## config.mk

```make
export PLATFORM = sky130hd
export DESIGN_NAME = msg_schedule_stream
export DESIGN_NICKNAME = d
export VERILOG_FILES = /design/src/rtl/msg_sched_pkg.sv /design/src/rtl/msg_sched_sigma.sv /design/src/rtl/msg_schedule_stream.sv
export SDC_FILE = /design/constraint.sdc
export NUM_CORES = 1
export LEC_CHECK = 0
export BUFFER_PORTS_ARGS = -buffer_cell sky130_fd_sc_hd__buf_2
export CORE_ASPECT_RATIO = 2
export CORE_MARGIN = 5
export CORE_UTILIZATION = 53
export CTS_CLUSTER_DIAMETER = 30
export DETAILED_ROUTE_END_ITERATION = 10
export PLACE_DENSITY = 0.7
export SYNTH_ARGS = -nofsm -noshare
export SYNTH_HDL_FRONTEND = slang
export SYNTH_HIERARCHICAL = 1
export SYNTH_SLANG_ARGS = --single-unit
```

## constraint.sdc

```tcl
create_clock -name clk -period 8.5 [get_ports clk]
set_input_delay 0 -clock clk [delete_from_list [all_inputs] [get_ports clk]]
set_output_delay 0 -clock clk [all_outputs]
set_load 0.03 [all_outputs]
```

## src/rtl/msg_sched_pkg.sv

```systemverilog
// Shared types and sigma functions for the SHA-2 message-schedule stream.
package msg_sched_pkg;

    typedef enum logic {
        LOAD   = 1'b0,
        EXPAND = 1'b1
    } state_e;

    // Depth of the rolling window: the recurrence reaches back to W(t-16).
    localparam int WIN_DEPTH = 16;

    // SHA-256 (32-bit word) rotation/shift amounts.
    localparam int S256_S0_R1 = 7;
    localparam int S256_S0_R2 = 18;
    localparam int S256_S0_SH = 3;
    localparam int S256_S1_R1 = 17;
    localparam int S256_S1_R2 = 19;
    localparam int S256_S1_SH = 10;

    // SHA-512 (64-bit word) rotation/shift amounts.
    localparam int S512_S0_R1 = 1;
    localparam int S512_S0_R2 = 8;
    localparam int S512_S0_SH = 7;
    localparam int S512_S1_R1 = 19;
    localparam int S512_S1_R2 = 61;
    localparam int S512_S1_SH = 6;

    function automatic logic [31:0] rotr32(input logic [31:0] x, input int n);
        return (x >> n) | (x << (32 - n));
    endfunction

    function automatic logic [63:0] rotr64(input logic [63:0] x, input int n);
        return (x >> n) | (x << (64 - n));
    endfunction

    function automatic logic [31:0] sigma0_32(input logic [31:0] x);
        return rotr32(x, S256_S0_R1) ^ rotr32(x, S256_S0_R2) ^ (x >> S256_S0_SH);
    endfunction

    function automatic logic [31:0] sigma1_32(input logic [31:0] x);
        return rotr32(x, S256_S1_R1) ^ rotr32(x, S256_S1_R2) ^ (x >> S256_S1_SH);
    endfunction

    function automatic logic [63:0] sigma0_64(input logic [63:0] x);
        return rotr64(x, S512_S0_R1) ^ rotr64(x, S512_S0_R2) ^ (x >> S512_S0_SH);
    endfunction

    function automatic logic [63:0] sigma1_64(input logic [63:0] x);
        return rotr64(x, S512_S1_R1) ^ rotr64(x, S512_S1_R2) ^ (x >> S512_S1_SH);
    endfunction

endpackage

```

## src/rtl/msg_sched_sigma.sv

```systemverilog
// Combinational small-sigma pair (s0, s1) for the selected SHA-2 word width.
module msg_sched_sigma
    import msg_sched_pkg::*;
#(
    parameter int WORD_W = 32
) (
    input  logic [WORD_W-1:0] s0_in,
    input  logic [WORD_W-1:0] s1_in,
    output logic [WORD_W-1:0] s0_out,
    output logic [WORD_W-1:0] s1_out
);

    // Pick the sigma set at elaboration time; only 32 and 64 are legal widths.
    generate
        if (WORD_W == 32) begin : g_sha256
            assign s0_out = sigma0_32(s0_in);
            assign s1_out = sigma1_32(s1_in);
        end else if (WORD_W == 64) begin : g_sha512
            assign s0_out = sigma0_64(s0_in);
            assign s1_out = sigma1_64(s1_in);
        end else begin : g_bad_width
            $error("msg_sched_sigma: WORD_W must be 32 or 64");
            assign s0_out = '0;
            assign s1_out = '0;
        end
    endgenerate

endmodule

```

## src/rtl/msg_schedule_stream.sv

```systemverilog
// Streaming SHA-2 message-schedule generator: loads W0..W15 from the input
// stream, then expands W16..W(ROUNDS-1) from a rolling 16-word window.
module msg_schedule_stream
    import msg_sched_pkg::*;
#(
    parameter int WORD_W = 32,
    parameter int ROUNDS = 64,
    parameter int IDX_W  = $clog2(ROUNDS)
) (
    input  logic              clk,
    input  logic              rst_n,
    input  logic              in_valid,
    output logic              in_ready,
    input  logic [WORD_W-1:0] in_word,
    output logic              out_valid,
    input  logic              out_ready,
    output logic [WORD_W-1:0] out_word,
    output logic [IDX_W-1:0]  out_idx,
    output logic              out_last,
    output logic              busy
);

    generate
        if (ROUNDS <= WIN_DEPTH) begin : g_bad_rounds
            $error("msg_schedule_stream: ROUNDS must exceed 16");
        end
    endgenerate

    localparam logic [IDX_W-1:0] LAST_LOAD_IDX = IDX_W'(WIN_DEPTH - 1);
    localparam logic [IDX_W-1:0] LAST_IDX      = IDX_W'(ROUNDS - 1);

    state_e             state_q, state_d;
    logic [IDX_W-1:0]   cnt_q, cnt_d;
    logic [WORD_W-1:0]  win_q [WIN_DEPTH];
    logic [WORD_W-1:0]  win_d [WIN_DEPTH];
    logic               out_valid_q, out_valid_d;
    logic [WORD_W-1:0]  out_word_q, out_word_d;
    logic [IDX_W-1:0]   out_idx_q, out_idx_d;
    logic               out_last_q, out_last_d;

    logic               adv;
    logic               shift_en;
    logic [WORD_W-1:0]  shift_word;
    logic [WORD_W-1:0]  sig0, sig1;
    logic [WORD_W-1:0]  expand_word;

    // The output register may take a new word when it is empty or being drained.
    assign adv = !out_valid_q || out_ready;

    // s0 looks at W(t-15) = win[1], s1 at W(t-2) = win[14].
    msg_sched_sigma #(
        .WORD_W (WORD_W)
    ) u_sigma (
        .s0_in  (win_q[1]),
        .s1_in  (win_q[14]),
        .s0_out (sig0),
        .s1_out (sig1)
    );

    // Wrapping sum; carries beyond WORD_W are intentionally dropped.
    assign expand_word = sig1 + win_q[9] + sig0 + win_q[0];

    // Next-state logic for the load/expand sequencer, output register and window.
    always_comb begin
        state_d     = state_q;
        cnt_d       = cnt_q;
        out_valid_d = out_valid_q;
        out_word_d  = out_word_q;
        out_idx_d   = out_idx_q;
        out_last_d  = out_last_q;
        shift_en    = 1'b0;
        shift_word  = '0;

        case (state_q)
            LOAD: begin
                if (in_valid && adv) begin
                    out_word_d  = in_word;
                    out_idx_d   = cnt_q;
                    out_valid_d = 1'b1;
                    out_last_d  = 1'b0;
                    shift_en    = 1'b1;
                    shift_word  = in_word;
                    cnt_d       = cnt_q + 1'b1;
                    if (cnt_q == LAST_LOAD_IDX) begin
                        state_d = EXPAND;
                    end
                end else if (adv) begin
                    out_valid_d = 1'b0;
                    out_last_d  = 1'b0;
                end
            end
            EXPAND: begin
                if (adv) begin
                    out_word_d  = expand_word;
                    out_idx_d   = cnt_q;
                    out_valid_d = 1'b1;
                    shift_en    = 1'b1;
                    shift_word  = expand_word;
                    out_last_d  = (cnt_q == LAST_IDX);
                    if (cnt_q == LAST_IDX) begin
                        state_d = LOAD;
                        cnt_d   = '0;
                    end else begin
                        cnt_d = cnt_q + 1'b1;
                    end
                end
            end
            default: begin
                state_d = LOAD;
            end
        endcase

        // Oldest word falls off win[0]; the newest lands in win[15].
        for (int i = 0; i < WIN_DEPTH; i++) begin
            win_d[i] = win_q[i];
        end
        if (shift_en) begin
            for (int i = 0; i < WIN_DEPTH - 1; i++) begin
                win_d[i] = win_q[i + 1];
            end
            win_d[WIN_DEPTH - 1] = shift_word;
        end
    end

    // State, counter, window and output registers; reset drops any partial block.
    always_ff @(posedge clk or negedge rst_n) begin
        if (!rst_n) begin
            state_q     <= LOAD;
            cnt_q       <= '0;
            out_valid_q <= 1'b0;
            out_word_q  <= '0;
            out_idx_q   <= '0;
            out_last_q  <= 1'b0;
            for (int i = 0; i < WIN_DEPTH; i++) begin
                win_q[i] <= '0;
            end
        end else begin
            state_q     <= state_d;
            cnt_q       <= cnt_d;
            out_valid_q <= out_valid_d;
            out_word_q  <= out_word_d;
            out_idx_q   <= out_idx_d;
            out_last_q  <= out_last_d;
            for (int i = 0; i < WIN_DEPTH; i++) begin
                win_q[i] <= win_d[i];
            end
        end
    end

    assign in_ready  = (state_q == LOAD) && adv;
    assign out_valid = out_valid_q;
    assign out_word  = out_word_q;
    assign out_idx   = out_idx_q;
    assign out_last  = out_last_q;
    assign busy      = (cnt_q != '0) || (state_q == EXPAND);

endmodule

```

### Word-level counts from Yosys, hierarchy flattened

Index checks and enable logic that the tools add are counted.

| storage, ports and cells | value |
|---|---|
| flip-flop bits (word level) | 559 |
| output and inout bits | 42 |
| word-level logic and storage cells | 76 |

| cells by class | value |
|---|---|
| $add $sub $neg | 4 |
| equality and inequality tests | 5 |
| muxes and demuxes | 28 |
| bitwise gates (word level) | 9 |
| reductions and logical operators | 8 |

Operators with widths:

| operator | count |
|---|---|
| 2-to-1 mux 32 bit | 4 |
| case mux 32 bit (2 select lines) | 2 |
| adder 32 bit | 3 |
| bitwise XOR 32 bit | 2 |
| OR 13 x 32 -> 32 bit | 1 |
| OR 14 x 32 -> 32 bit | 1 |
| OR 15 x 32 -> 32 bit | 1 |
| OR 25 x 32 -> 32 bit | 1 |
| bitwise XOR 32 x 22 -> 32 bit | 1 |
| bitwise XOR 32 x 29 -> 32 bit | 1 |
| 2-to-1 mux 6 bit | 5 |
| case mux 6 bit (2 select lines) | 2 |
| 2-to-1 mux 1 bit | 11 |
| case mux 1 bit (2 select lines) | 4 |
| adder 6 x 1 -> 6 bit, second input constant | 1 |
| == test 6 x 4 -> 1 bit, second input constant | 1 |
| == test 6 bit, second input constant | 1 |
| nonzero test 6 bit | 1 |
| AND reduction 2 bit | 2 |
| inequality test 3 bit, second input constant | 1 |
| logical AND 1 bit | 2 |
| logical OR 1 bit | 2 |
| inequality test 2 x 1 -> 1 bit, second input constant | 1 |
| inequality test 2 bit, second input constant | 1 |
| 2 further kinds | 2 |

### Depth between registers and ports, before layout

Gate-level depths: netlist of run 1.

| depth | value |
|---|---|
| depth after elaboration | 8 |
| mapped depth | 17 |
| gate-level depth less buffers | 17 |

### Hierarchy

The synthesis of run 1 kept the hierarchy.

Modules (own cells, without submodules):

| module | instances | cells each | area an instance (sq um) |
|---|---|---|---|
| msg_schedule_stream | 1 | 2744 | 24539.8 |
| msg_sched_sigma | 1 | 64 | 1330.0 |

### Worst setup path after synthesis of run 1

OpenSTA, ideal clock, no wires.

| timing path | value |
|---|---|
| kind | register -> register |
| from | register win_q[452] in the netlist's numbering |
| to | register out_word_q[31], in the netlist out_word[31] |
| setup time | 0.118 ns |
| arrival | 3.815 ns |
| path slack | 4.567 ns |
| stages on the path, launching flop included | 18 |
| buffers on the path | 0 |
| clock period less this slack | 3.933 ns |
| cells stage by stage | dfrtp_1 > xor3_1 > inv_1 > fa_1 > fa_1 > inv_1 > ha_1 > inv_1 > fa_1 > nor2b_1 > o2111ai_1 > a31oi_2 > o21a_2 > a31oi_4 > o31ai_2 > xnor2_1 > o21ai_2 > a21o_1 |

| between the ends | value |
|---|---|
| elaborated cells on any way between the ends | 8 |
| classes of those cells | add/sub: 2; mux: 2; bitwise: 4 |

RTL lines:

| what | RTL line | text |
|---|---|---|
| start, declared | msg_schedule_stream.sv:34 | `logic [WORD_W-1:0] win_q [WIN_DEPTH];` |
| start signal, assigned by index | msg_schedule_stream.sv:145 | `win_q[i] <= win_d[i];` |
| bitwise XOR 32 x 29 -> 32 bit | msg_sched_pkg.sv:37 | `return rotr32(x, S256_S0_R1) ^ rotr32(x, S256_S0_R2) ^ (x >> S256_S0_SH);` |
| via sig0[1] | msg_schedule_stream.sv:44 | `logic [WORD_W-1:0] sig0, sig1;` |
| adder 32 bit (2 in a row) | msg_schedule_stream.sv:61 | `assign expand_word = sig1 + win_q[9] + sig0 + win_q[0];` |
| 2-to-1 mux 32 bit | msg_schedule_stream.sv:93 | `if (adv) begin` |
| case mux 32 bit (2 select lines) | msg_schedule_stream.sv:74 | `case (state_q)` |
| end signal, assigned | msg_schedule_stream.sv:141 | `out_word_q <= out_word_d;` |
| end, declared | msg_schedule_stream.sv:37 | `logic [WORD_W-1:0] out_word_q, out_word_d;` |

The timed path passes the listed nets, and every way through them passes these cells. The select of a mux whose other input is x is not followed.
A chain may end at the register's enable or synchronous reset.

### Final worst setup path of run 1

| timing path | value |
|---|---|
| from | register win_q[463] in the netlist's numbering |
| to | register out_word_q[25], in the netlist out_word[25] |

| between the ends | value |
|---|---|
| longest elaborated chain between the ends | 7 |

Ends and longest elaborated chain:

| what | RTL line | text |
|---|---|---|
| OR 25 x 32 -> 32 bit | msg_sched_pkg.sv:29 | `return (x >> n) \| (x << (32 - n));` |
| bitwise XOR 32 bit | msg_sched_pkg.sv:37 |  |
| bitwise XOR 32 x 29 -> 32 bit | msg_sched_pkg.sv:37 |  |
| via sig0[8] | msg_schedule_stream.sv:44 |  |
| adder 32 bit (2 in a row) | msg_schedule_stream.sv:61 |  |
| 2-to-1 mux 32 bit | msg_schedule_stream.sv:93 |  |
| case mux 32 bit (2 select lines) | msg_schedule_stream.sv:74 |  |

The timed path passes the listed nets, and every way through them passes these cells. The select of a mux whose other input is x is not followed.

==> results of run 1 <==
==> power by group <==
group | switching [mW] | internal (mW) | total [mW]
Sequential | 0.612 | 3.41 | 4.02
Combinational | 4.51 | 2.92 | 7.43
Clock | 1.31 | 1.93 | 3.24
==> cell families (layout without fill, tap and decap cells) <==
kind of cell	after synthesis	after routing	share of synthesized area, %
AND/OR/NAND/NOR	1445	1445	21.4
flip-flops	559	559	54.1
AO/OA/AOI/OAI	281	281	6.71
adder cells (fa/ha/maj)	95	95	6.39
buffers and inverters	324	452	4.87
multiplexers	3	3	0.116
XOR/XNOR	101	101	6.39
==> routing by layer <==
layer	vias up	global-route usage, %	routed length, µm
li1	8842	-	-
met1	9226	30.4	25400
met2	484	44.2	34300
met3	162	3.24	2540
met4	0	13.3	3830
met5	-	0	0
==> worst max-delay path by stage <==
| stage | start | to | slack (ns) | depth (start not counted) |
|---|---|---|---|---|
| finish | win_q[463] | out_word[25] | 3.94 | 14 |
| global route | win_q[463] | out_word[25] | 3.81 | 14 |
| CTS | win_q[463] | win_q[29] | 3.96 | 14 |
| detailed placement | win_q[463] | win_q[29] | 3.99 | 14 |
| global placement | win_q[458] | win_q[20] | 4.03 | 14 |
| floorplan | win_q[452] | out_word[31] | 4.57 | 17 |
==> cell usage after synthesis, types with 4 or more instances <==
| cell type | instances | share of area, % |
|---|---|---|
| nor2_1 | 66 | 0.96 |
| nand4_1 | 7 | 0.17 |
| o21ai_0 | 118 | 2.3 |
| o21ai_1 | 9 | 0.17 |
| inv_1 | 185 | 2.7 |
| o22ai_1 | 13 | 0.31 |
| ha_1 | 33 | 1.6 |
| xnor2_1 | 23 | 0.78 |
| a31oi_1 | 7 | 0.17 |
| a22oi_1 | 8 | 0.23 |
| xor3_1 | 50 | 4.6 |
| nor2b_1 | 7 | 0.17 |
| nand2b_1 | 4 | 0.097 |
| o21a_1 | 13 | 0.38 |
| a21oi_1 | 45 | 0.87 |
| fa_1 | 62 | 4.8 |
| nand3_1 | 5 | 0.097 |
| clkbuf_1 | 118 | 1.7 |
| buf_1 | 8 | 0.12 |
| xor2_1 | 27 | 0.91 |
| nand2_1 | 1334 | 19 |
| o21bai_1 | 4 | 0.12 |
| and3_1 | 4 | 0.097 |
| a211oi_1 | 4 | 0.12 |
| o211ai_1 | 5 | 0.15 |
| buf_4 | 4 | 0.12 |
| a21o_1 | 24 | 0.70 |
| dfrtp_1 | 559 | 54 |
| buf_2 | 5 | 0.097 |
| a221oi_1 | 5 | 0.17 |
==> through the flow <==
step | std cells | util [%]
after floorplan | 2808 | -
after global placement | 3401 | 55.2
after detailed placement | 3401 | 55.2
after CTS | 3574 | 61.4
after global routing | 3574 | 61.4
final | 3574 | 61.4
==> cell type report <==
cell class                      instances  area share [%]
Clock inverter                         51            1.99
Tap cell                              638            2.69
Clock buffer                           87            6.89
Multi-Input combinational cell       1925            35.8
Sequential cell                       559            47.1
Inverter                              186            2.35
Timing Repair Buffer                  128            3.13
==> state kept, by name, indices dropped and copies added (netlist names) <==
register / count
state_q: 1
cnt_q: 6
win_q: 512
out_word: 32
out_valid: 1
out_idx: 6
out_last: 1
==> timing repair <==
item / 4_1_cts / 5_1_grt
resized for setup: 0 / 0
hold endpoints to repair: 148 / 0
hold buffers: 35 / 0
==> metrics, run 1 <==
CP max stage delay 0.53 ns; Final setup violation count 0; Yosys Warn Count 6; Slew HR 31.7%; Total GRT Usage 25.2%; synthesized flop and latch total 559; num rows 114; CP Cell Sequence xor3_1 -> inv_1 -> fa_1 -> fa_1 -> inv_1 -> ha_1 -> a211oi_1 -> a31oi_2 -> or3_4 -> nand2_4 -> o21ai_1 -> a21oi_1 -> xnor2_1 -> o21ai_1; Die Wd 166 µm; Sink Count 559; clock buffer depth 3; commonest non-fill, non-tap cells in the layout nand2_1, dfrtp_1, inv_1; worst path required time 8.95 ns; vias in the first global route 19100; DIE HEIGHT 322 µm; Residual DRC 0; number of library cell types mapped by synthesis 66; R2R cell count 14; CTS tree built; Die Area 0.0536 mm²; reg-to-reg slack, setup 3.94 ns; Largest delay share family, worst path adder cells; Setup WS post-layout 3.94 ns; core box area 0.0484 mm²; Hold Crit Class input pin to async pin; first-pass GRT wire length 106 mm; WP data arrival 5.02 ns; PwrDens 495 mW/mm²; IO Port Bufs 77; multi-input logic area 0.0106 mm²; slowest stage cell, crit path xor3_1; GP Congestion 0.905; failing checks negative hold slack; layout cells sized above 1 8.38%; Top FF cell, synth dfrtp_1; Worst-path clk slew 0.06 ns; slew of the pin with the lowest slew margin 1.02 ns; Async S/R FF share, synth 100%; Root Buffer clkbuf_16; Syn Std Cell Area 0.0259 mm²; drt pass-1 iters 5; total power 14.7 mW; f_max 219 MHz; H-tree levels 3; RSZ-0062 raised after global routing false; max-capacitance violation count 0; Synth Net Count 2939; total wire length 66.2 mm; WL/cell 18.5 µm; post-DR vias/cell 5.24; sequential cell area 0.0140 mm²; Static Leak 15.7 nW; Worst setup SP type flop; fin. max-slew vios 0; crit path max fanout 6; ant diodes 0; Initial Utilization 53.5%; CTS buffer count 74; Initial DRC Count 1268; setup tns final 0 ns; nets 3005; Post-Synthesis Cells 2808; Area Overhead vs Synth 14.8%; period utilization 53.7%; routed vias 18700; Fin Clk Skew 0.0205 ns; Worst Path Buf+Inv 2; CP Capture Type flop; ANT nets after route 0; FILL cells 4009; RR Startpoint win_q[463]; commonest non-fill, non-tap cell in the layout nand2_1; DP Area 0.0267 mm²; reg-to-reg endpoint out_word[25]; Post-Syn Area per Cell 9.21 µm²; pre-CTS WS 3.99 ns; Overflow after GRT 0; design area 0.0297 mm²; Final Hold Violating Endpoints 2; setup bufs post-CTS 0; sequential-to-total area share from yosys stat 54.1%; kind of critical path flop to flop; Worst Hold Slack -0.00202 ns; largest net degree at the start of global routing 248; status complete, but fails checks; EDFF count, synth 0; initial antenna violation count 0; Final min period 4.56 ns; VDD IR max 0.000402 V; post-detail-place hpwl 45.1 mm; total I/O pin count 78; insertion delay to the later sink of the worst-skew pair 0.60 ns
Note: power is estimated with default switching activity, not from simulation.
==> inputs of run 2 (changes only) <==
Settings changed: ABC_AREA from default to 1, PLACE_DENSITY 0.7 to 0.72.
Clock period 8.5 ns to 3.7 ns, I/O delays scaled along.
==> run 2 against run 1 <==
Effect of this change:
- the flow now finishes without violations
- synthesized area is 3.0% higher
- wire length rose by 12%
- die area rose by 2.8%
- critical endpoint is now win_q[8]
- cell count is 19% higher
- highest routed layer unchanged
- via count up 15%
- register-to-register slack lost 3.8 ns
- worst setup slack lost 3.8 ns
- first-iteration DRC count rose by 29%
- flip-flop and latch count stayed put
- critical path type unchanged
==> metrics, run 2 <==
Die Wd 169 µm (was 166 µm); Synth Net Count 3477 (was 2939); insertion delay to the later sink of the worst-skew pair 0.61 ns (was 0.60 ns); Worst Path Buf+Inv 6 (was 2); area leader, netlist dfrtp_1 (unchanged); period utilization 97.3% (was 53.7%); register name with the most flops win_q (unchanged); FILL cells 4394 (was 4009); nets 3666 (was 3005); CTS tree built (unchanged); post-route insts no fill 4243 (was 3574); initial antenna violation count 0 (unchanged); max-capacitance violation count 0 (unchanged); drt pass-1 iters 5 (unchanged); total wire length 73.8 mm (was 66.2 mm); sequential cell area 0.0140 mm² (about the same); Syn Std Cell Area 0.0266 mm² (was 0.0259 mm²); share of the synthesized area in the top cell type 52.5% (was 54.1%); DIE HEIGHT 327 µm (was 322 µm); routed vias 21400 (was 18700); Post-Synthesis Cells 3346 (was 2808); fin. max-slew vios 0 (unchanged); final core utilization 63.0% (was 61.4%); Slew HR 43.5% (was 31.7%); Sink Count 559 (unchanged); Hold Crit Class input pin to async pin (unchanged); slew of the pin with the lowest slew margin 0.848 ns (was 1.02 ns); Final min period 3.60 ns (was 4.56 ns); Final Hold Violating Endpoints 0 (was 2); IO Port Bufs 77 (unchanged); vias in the first global route 21700 (was 19100); top cells by area, synth dfrtp_1, nand2_1, inv_1 (was dfrtp_1, nand2_1, fa_1); status completed (was complete, but fails checks); Final setup violation count 0 (unchanged); Largest delay share family, worst path adder cells (unchanged); layout cells sized above 1 12.4% (was 8.38%); setup tns final 0 ns (unchanged); RSZ-0062 raised after global routing true (was false); Cells after DPL 4065 (was 3401); Worst Hold Slack 0.0231 ns (was -0.00202 ns); core box area 0.0499 mm² (was 0.0484 mm²); Die Area 0.0551 mm² (was 0.0536 mm²); sequential-to-total area share from yosys stat 52.5% (was 54.1%); largest net degree at the start of global routing 184 (was 248); CP max stage delay 0.58 ns (was 0.53 ns); crit path max fanout 6 (unchanged); num rows 116 (was 114); Post-Syn Area per Cell 7.96 µm² (was 9.21 µm²); Initial DRC Count 1630 (was 1268); CP dominant cell by count nand2_1; EDFF count, synth 0 (unchanged); CP Capture Type flop (unchanged); ANT nets after route 0 (unchanged); first-pass GRT wire length 118 mm (was 106 mm); Async S/R FF share, synth 100% (unchanged); multi-input logic area 0.0108 mm² (was 0.0106 mm²); kind of critical path flop to flop (unchanged); Worst-path clk slew 0.06 ns (about the same); number of library cell types mapped by synthesis 30 (was 66); top post-synthesis cells by count nand2_1, dfrtp_1, inv_1 (unchanged); post-DR vias/cell 5.05 (was 5.24); total I/O pin count 78 (unchanged); synthesized flop and latch total 559 (unchanged); Fin Clk Skew 0.0270 ns (was 0.0205 ns); WP data arrival 4.05 ns (was 5.02 ns); CTS buffer count 72 (was 74); clock buffer depth 3 (unchanged); Worst setup SP type flop (unchanged); reg-to-reg slack, setup 0.10 ns (was 3.94 ns); commonest non-fill, non-tap cells in the layout nand2_1, dfrtp_1, inv_1 (unchanged); max FFs per register 512 (unchanged); H-tree levels 3 (unchanged); Root Buffer clkbuf_16 (unchanged); post-detail-place hpwl 52.8 mm (was 45.1 mm); Yosys Warn Count 6 (unchanged); Top FF cell, synth dfrtp_1 (unchanged); slowest stage cell, crit path fa_2 (was xor3_1); WL/cell 17.4 µm (was 18.5 µm); worst path required time 4.15 ns (was 8.95 ns); GP Congestion 0.984 (was 0.905); Area Overhead vs Synth 18.1% (was 14.8%); most frequent cell after synthesis nand2_1 (unchanged); Total GRT Usage 27.4% (was 25.2%); CP Cell Sequence inv_2 -> nand2_1 -> nand2_1 -> nand2_1 -> nand2_2 -> inv_1 -> fa_2 -> fa_1 -> inv_2 -> ha_4 -> nand2_1 -> nand2_1 -> nand2_1 -> nand2_1 -> buf_4 -> inv_2 -> nand2_2 -> xor2_1 -> a22oi_1 -> buf_4 -> o21ai_0 (was xor3_1 -> inv_1 -> fa_1 -> fa_1 -> inv_1 -> ha_1 -> a211oi_1 -> a31oi_2 -> or3_4 -> nand2_4 -> o21ai_1 -> a21oi_1 -> xnor2_1 -> o21ai_1); f_max 278 MHz (was 219 MHz); commonest non-fill, non-tap cell in the layout nand2_1 (unchanged); Initial Utilization 53.4% (was 53.5%); Residual DRC 0 (unchanged); Overflow after GRT 0 (unchanged)
## run 2: cell count changes in the layout (fill, tap and decap cells not counted), moves of 22 or more
cell / before / now
buf_4: 11 / 112
a21oi_1: 45 / 15
inv_1: 185 / 386
nand2_2: 0 / 25
o21ai_0: 118 / 168
a21o_1: 24 / 1
xor3_1: 50 / 0
nand3_1: 5 / 128
nand2_1: 1334 / 1693
inv_2: 0 / 22
nor2_1: 65 / 36
## run 2: repair_timing
action | in CTS | in global routing
resized for setup | 15 | 97
buffers inserted | 0 | 10
hold buffers | 35 | 0
hold endpoints to repair | 235 | 0
pin swaps | 1 | 13
endpoints found under the setup margin | 16 | 49
## run 2: final timing paths
check                                 from    endpoint  cells past startpoint
worst max-delay path            win_q[460]    win_q[8]                     21
worst min register to register  win_q[190]  win_q[222]                      2
worst max register to register  win_q[460]    win_q[8]                     21
worst min-delay path                 rst_n   win_q[75]                      2
max in group asynchronous            rst_n  win_q[322]                      3
min in group clk                  in_valid     state_q                      6
## run 2: routing by layer
layer	track usage, %	wire length, µm
met3	3.27	2510
met4	19.2	6080
met5	0	0
met1	30.8	26800
met2	48.0	38400
## run 2: final cells by class
type                            count  area share [%]
Multi-Input combinational cell   2257            34.4
Sequential cell                   559            44.5
Tap cell                          649            2.58
Timing Repair Buffer              236            5.81
Antenna cell                        1         0.00795
Clock buffer                       82            6.01
Inverter                          409            4.90
Clock inverter                     50            1.81
## run 2: worst reg2reg max path: cells and delay by family (launching register included)
kind	cells	cell delay, ns
flip-flops	1	0.48
AND/OR/NAND/NOR	9	0.67
buffers and inverters	6	0.68
AO/OA/AOI/OAI	2	0.27
XOR/XNOR	1	0.16
adder cells (fa/ha/maj)	3	1.21
## run 2: metrics by stage
| step | cell area (µm²) | setup slack, ns |
|---|---|---|
| 6_report | 31500 | 0.100 |
| 5_1_grt | 31500 | -0.0782 |
| 4_1_cts | 31100 | 0.0167 |
| 3_5_place_dp | 28200 | -0.109 |
| 3_3_place_gp | 28200 | -0.133 |
| 2_1_floorplan | 26600 | 0.503 |
## run 2: cell families after synthesis
logic type      after synthesis  share of synthesized area (%)
simple gates               1920                           27.9
compound gates              209                           4.13
fa+ha+maj                    95                           6.21
buf+inv                     530                           8.20
xor+xnor                     33                           1.08
flops                       559                           52.5
Power of run 2 is left out: the tool's default activity adds up to more than one toggle a clock period on the data nets, which glitch-free logic cannot reach.
==> inputs of run 3 (changes only) <==
Settings changed: SYNTH_HIERARCHICAL 1 to default.
==> run 3 against run 2 <==
Effect of this change:
- synthesized cell count down 12%
- non-clock buffer count is 8 higher
- maximum frequency is 0.32% lower
- final area is 0.35% lower
- sequential share of layout area rose by 0.17 points
- global-route usage is 0.38 points lower
- highest routed layer unchanged
- flip-flop and latch count is the same
- register-to-register slack is essentially flat
- first-iteration DRC count shrank 1.0%
- wire length is 3.2% lower
- synthesized area shrank 2.8%
==> metrics, run 3 <==
commonest non-fill, non-tap cells in the layout nand2_1, dfrtp_1, inv_1 (unchanged); final core utilization 64.8% (was 63.0%); met1 Usage GRT 31.1% (was 30.8%); sequential cell area 0.0140 mm² (about the same); Slew HR 35.6% (was 43.5%); Sink Count 559 (unchanged); top cells by area, synth dfrtp_1, nand2_1, o21ai_0 (was dfrtp_1, nand2_1, inv_1); Worst setup SP type flop (unchanged); WP data arrival 4.08 ns (was 4.05 ns); Post-Syn Area per Cell 8.78 µm² (was 7.96 µm²); Worst-path clk slew 0.06 ns (about the same); CP dominant cell by count nand2_1 (unchanged); RR Startpoint win_q[449] (was win_q[460]); WL/cell 18.9 µm (was 17.4 µm); reg-to-reg endpoint out_word[27] (was win_q[8]); first-pass GRT wire length 113 mm (was 118 mm); Total GRT Usage 27.1% (was 27.4%); Final Hold Violating Endpoints 0 (unchanged); Final setup violation count 0 (unchanged); DIE HEIGHT 323 µm (was 327 µm); top post-synthesis cells by count nand2_1, dfrtp_1, inv_1 (unchanged); setup tns final 0 ns (unchanged); kind of critical path flop to flop (unchanged); post-DR vias/cell 5.14 (was 5.05); CTS buffer count 71 (was 72); fin. max-slew vios 0 (unchanged); slew of the pin with the lowest slew margin 0.965 ns (was 0.848 ns); commonest non-fill, non-tap cell in the layout nand2_1 (unchanged); reg-to-reg slack, setup 0.09 ns (was 0.10 ns); clock buffer depth 3 (unchanged); most frequent cell after synthesis nand2_1 (unchanged); number of library cell types mapped by synthesis 36 (was 30); multi-input logic area 0.0104 mm² (was 0.0108 mm²); sequential-to-total area share from yosys stat 54.0% (was 52.5%); Root Buffer clkbuf_16 (unchanged); GP Congestion 0.961 (was 0.984); Area Overhead vs Synth 21.0% (was 18.1%); Setup WS post-layout 0.0886 ns (was 0.100 ns); insertion delay to the later sink of the worst-skew pair 0.61 ns (about the same); EDFF count, synth 0 (unchanged); status completed (unchanged); register name with the most flops win_q (unchanged); IO Port Bufs 77 (unchanged); FILL cells 3873 (was 4394); Post-Synthesis Cells 2951 (was 3346); num rows 114 (was 116); share of the synthesized area in the top cell type 54.0% (was 52.5%); period utilization 97.6% (was 97.3%); Hold Crit Class input pin to async pin (unchanged); Most Used Layer, Global Route met2 (unchanged); Residual DRC 0 (unchanged); core box area 0.0484 mm² (was 0.0499 mm²); nets 3228 (was 3666); Die Wd 166 µm (was 169 µm); R2R cell count 16 (was 21); Die Area 0.0537 mm² (was 0.0551 mm²); Initial DRC Count 1613 (was 1630); Final min period 3.61 ns (was 3.60 ns); total I/O pin count 78 (unchanged); slowest stage cell, crit path dfrtp_2 (was fa_2); worst path required time 4.17 ns (was 4.15 ns); largest net degree at the start of global routing 226 (was 184); RSZ-0062 raised after global routing true (unchanged); Worst Setup SP win_q[449] (was win_q[460]); H-tree levels 3 (unchanged); crit path max fanout 4 (was 6); routed vias 19500 (was 21400); design area 0.0314 mm² (was 0.0315 mm²); Yosys Warn Count 0 (was 6); max FFs per register 512 (unchanged); CP Capture Point out_word[27] (was win_q[8]); ANT nets after route 0 (unchanged); CTS tree built (unchanged); area leader, netlist dfrtp_1 (unchanged); Top FF cell, synth dfrtp_1 (unchanged); CP max stage delay 0.49 ns (was 0.58 ns); max-capacitance violation count 0 (unchanged); total wire length 71.5 mm (was 73.8 mm); Synth Net Count 3082 (was 3477); layout cells sized above 1 15.9% (was 12.4%); pre-CTS WS -0.377 ns (was -0.109 ns); CP Cell Sequence xnor2_1 -> xor2_1 -> fa_1 -> inv_1 -> fa_1 -> ha_4 -> nand2_1 -> nor2_2 -> buf_4 -> inv_1 -> nor3_2 -> nand2_2 -> nand2_1 -> nand2_1 -> nand3_1 -> nand3_1 (was inv_2 -> nand2_1 -> nand2_1 -> nand2_1 -> nand2_2 -> inv_1 -> fa_2 -> fa_1 -> inv_2 -> ha_4 -> nand2_1 -> nand2_1 -> nand2_1 -> nand2_1 -> buf_4 -> inv_2 -> nand2_2 -> xor2_1 -> a22oi_1 -> buf_4 -> o21ai_0); CP Capture Type flop (unchanged); Overflow after GRT 0 (unchanged); post-detail-place hpwl 51.2 mm (was 52.8 mm); met3 usage 3.76% (was 3.27%); met2 Usage GRT 49.3% (was 48.0%); f_max 277 MHz (was 278 MHz); Initial Utilization 53.6% (was 53.4%); Async S/R FF share, synth 100% (unchanged); initial antenna violation count 0 (unchanged); Fin Clk Skew 0.0194 ns (was 0.0270 ns); synthesized flop and latch total 559 (unchanged); Syn Std Cell Area 0.0259 mm² (was 0.0266 mm²); DP Area 0.0274 mm² (was 0.0282 mm²); vias in the first global route 20000 (was 21700); drt pass-1 iters 8 (was 5)
run 3: cell types whose count changed after synthesis, sizes merged, moves of 46 or more:
cell / delta
clkbuf: +67
inv: +46
nand2: -846
nand3: -48
o21ai: +302
xnor2: +56
run 3: kinds of logic (layout without fill, tap and decap cells):
| family | Yosys count | count (layout) | synth area share (%) |
|---|---|---|---|
| AO/OA/AOI/OAI | 514 | 514 | 10.1 |
| XOR/XNOR | 132 | 132 | 4.46 |
| adder cells (fa/ha/maj) | 95 | 95 | 6.39 |
| buffers and inverters | 626 | 828 | 9.49 |
| flip-flops | 559 | 559 | 54.0 |
| other | 0 | 1 | 0 |
| AND/OR/NAND/NOR | 1025 | 1025 | 15.5 |
run 3: per-stage QoR:
step,instances,hold WS (ns)
floorplan,2951,-0.296
global placement,3615,0.143
detailed placement,3615,0.156
CTS,3783,0.0902
global route,3791,0.123
finish,3792,0.0576
run 3: what timing repair did:
action / in CTS / in global routing
hold buffers: 36 / 0
pin swaps: 9 / 53
hold endpoints to repair: 161 / 0
resized for setup: 56 / 131
buffers inserted: 3 / 8
endpoints found under the setup margin: 44 / 47
run 3: metal layers:
metal,wire (µm),up-vias,share of wire [%]
met3,2590,160,3.6
met5,0,-,0
met4,4270,0,6.0
met1,26300,9531,37
met2,38300,482,54
li1,-,9315,-
run 3: layout make-up:
type	count	area share, %
Sequential cell	559	44.7
Multi-Input combinational cell	1766	33.1
Tap cell	638	2.55
Clock buffer	83	6.14
Timing Repair Buffer	244	6.27
Antenna cell	1	0.00798
Clock inverter	46	1.81
Inverter	455	5.47
run 3: worst max-delay path: cells and delay by family (launching register included):
family,cells,cell delay (ns)
XOR/XNOR,2,0.56
adder cells (fa/ha/maj),3,1.28
buffers and inverters,3,0.32
flip-flops,1,0.49
AND/OR/NAND/NOR,8,0.83
run 3: worst min path at each step:
stage | startpoint | cells past startpoint | end
floorplan | rst_n | 0 | cnt_q[0]
global placement | rst_n | 1 | win_q[319]
detailed placement | rst_n | 1 | win_q[287]
CTS | rst_n | 2 | win_q[287]
global route | rst_n | 2 | win_q[287]
finish | rst_n | 2 | win_q[287]
Power of run 3 is left out for the same reason.
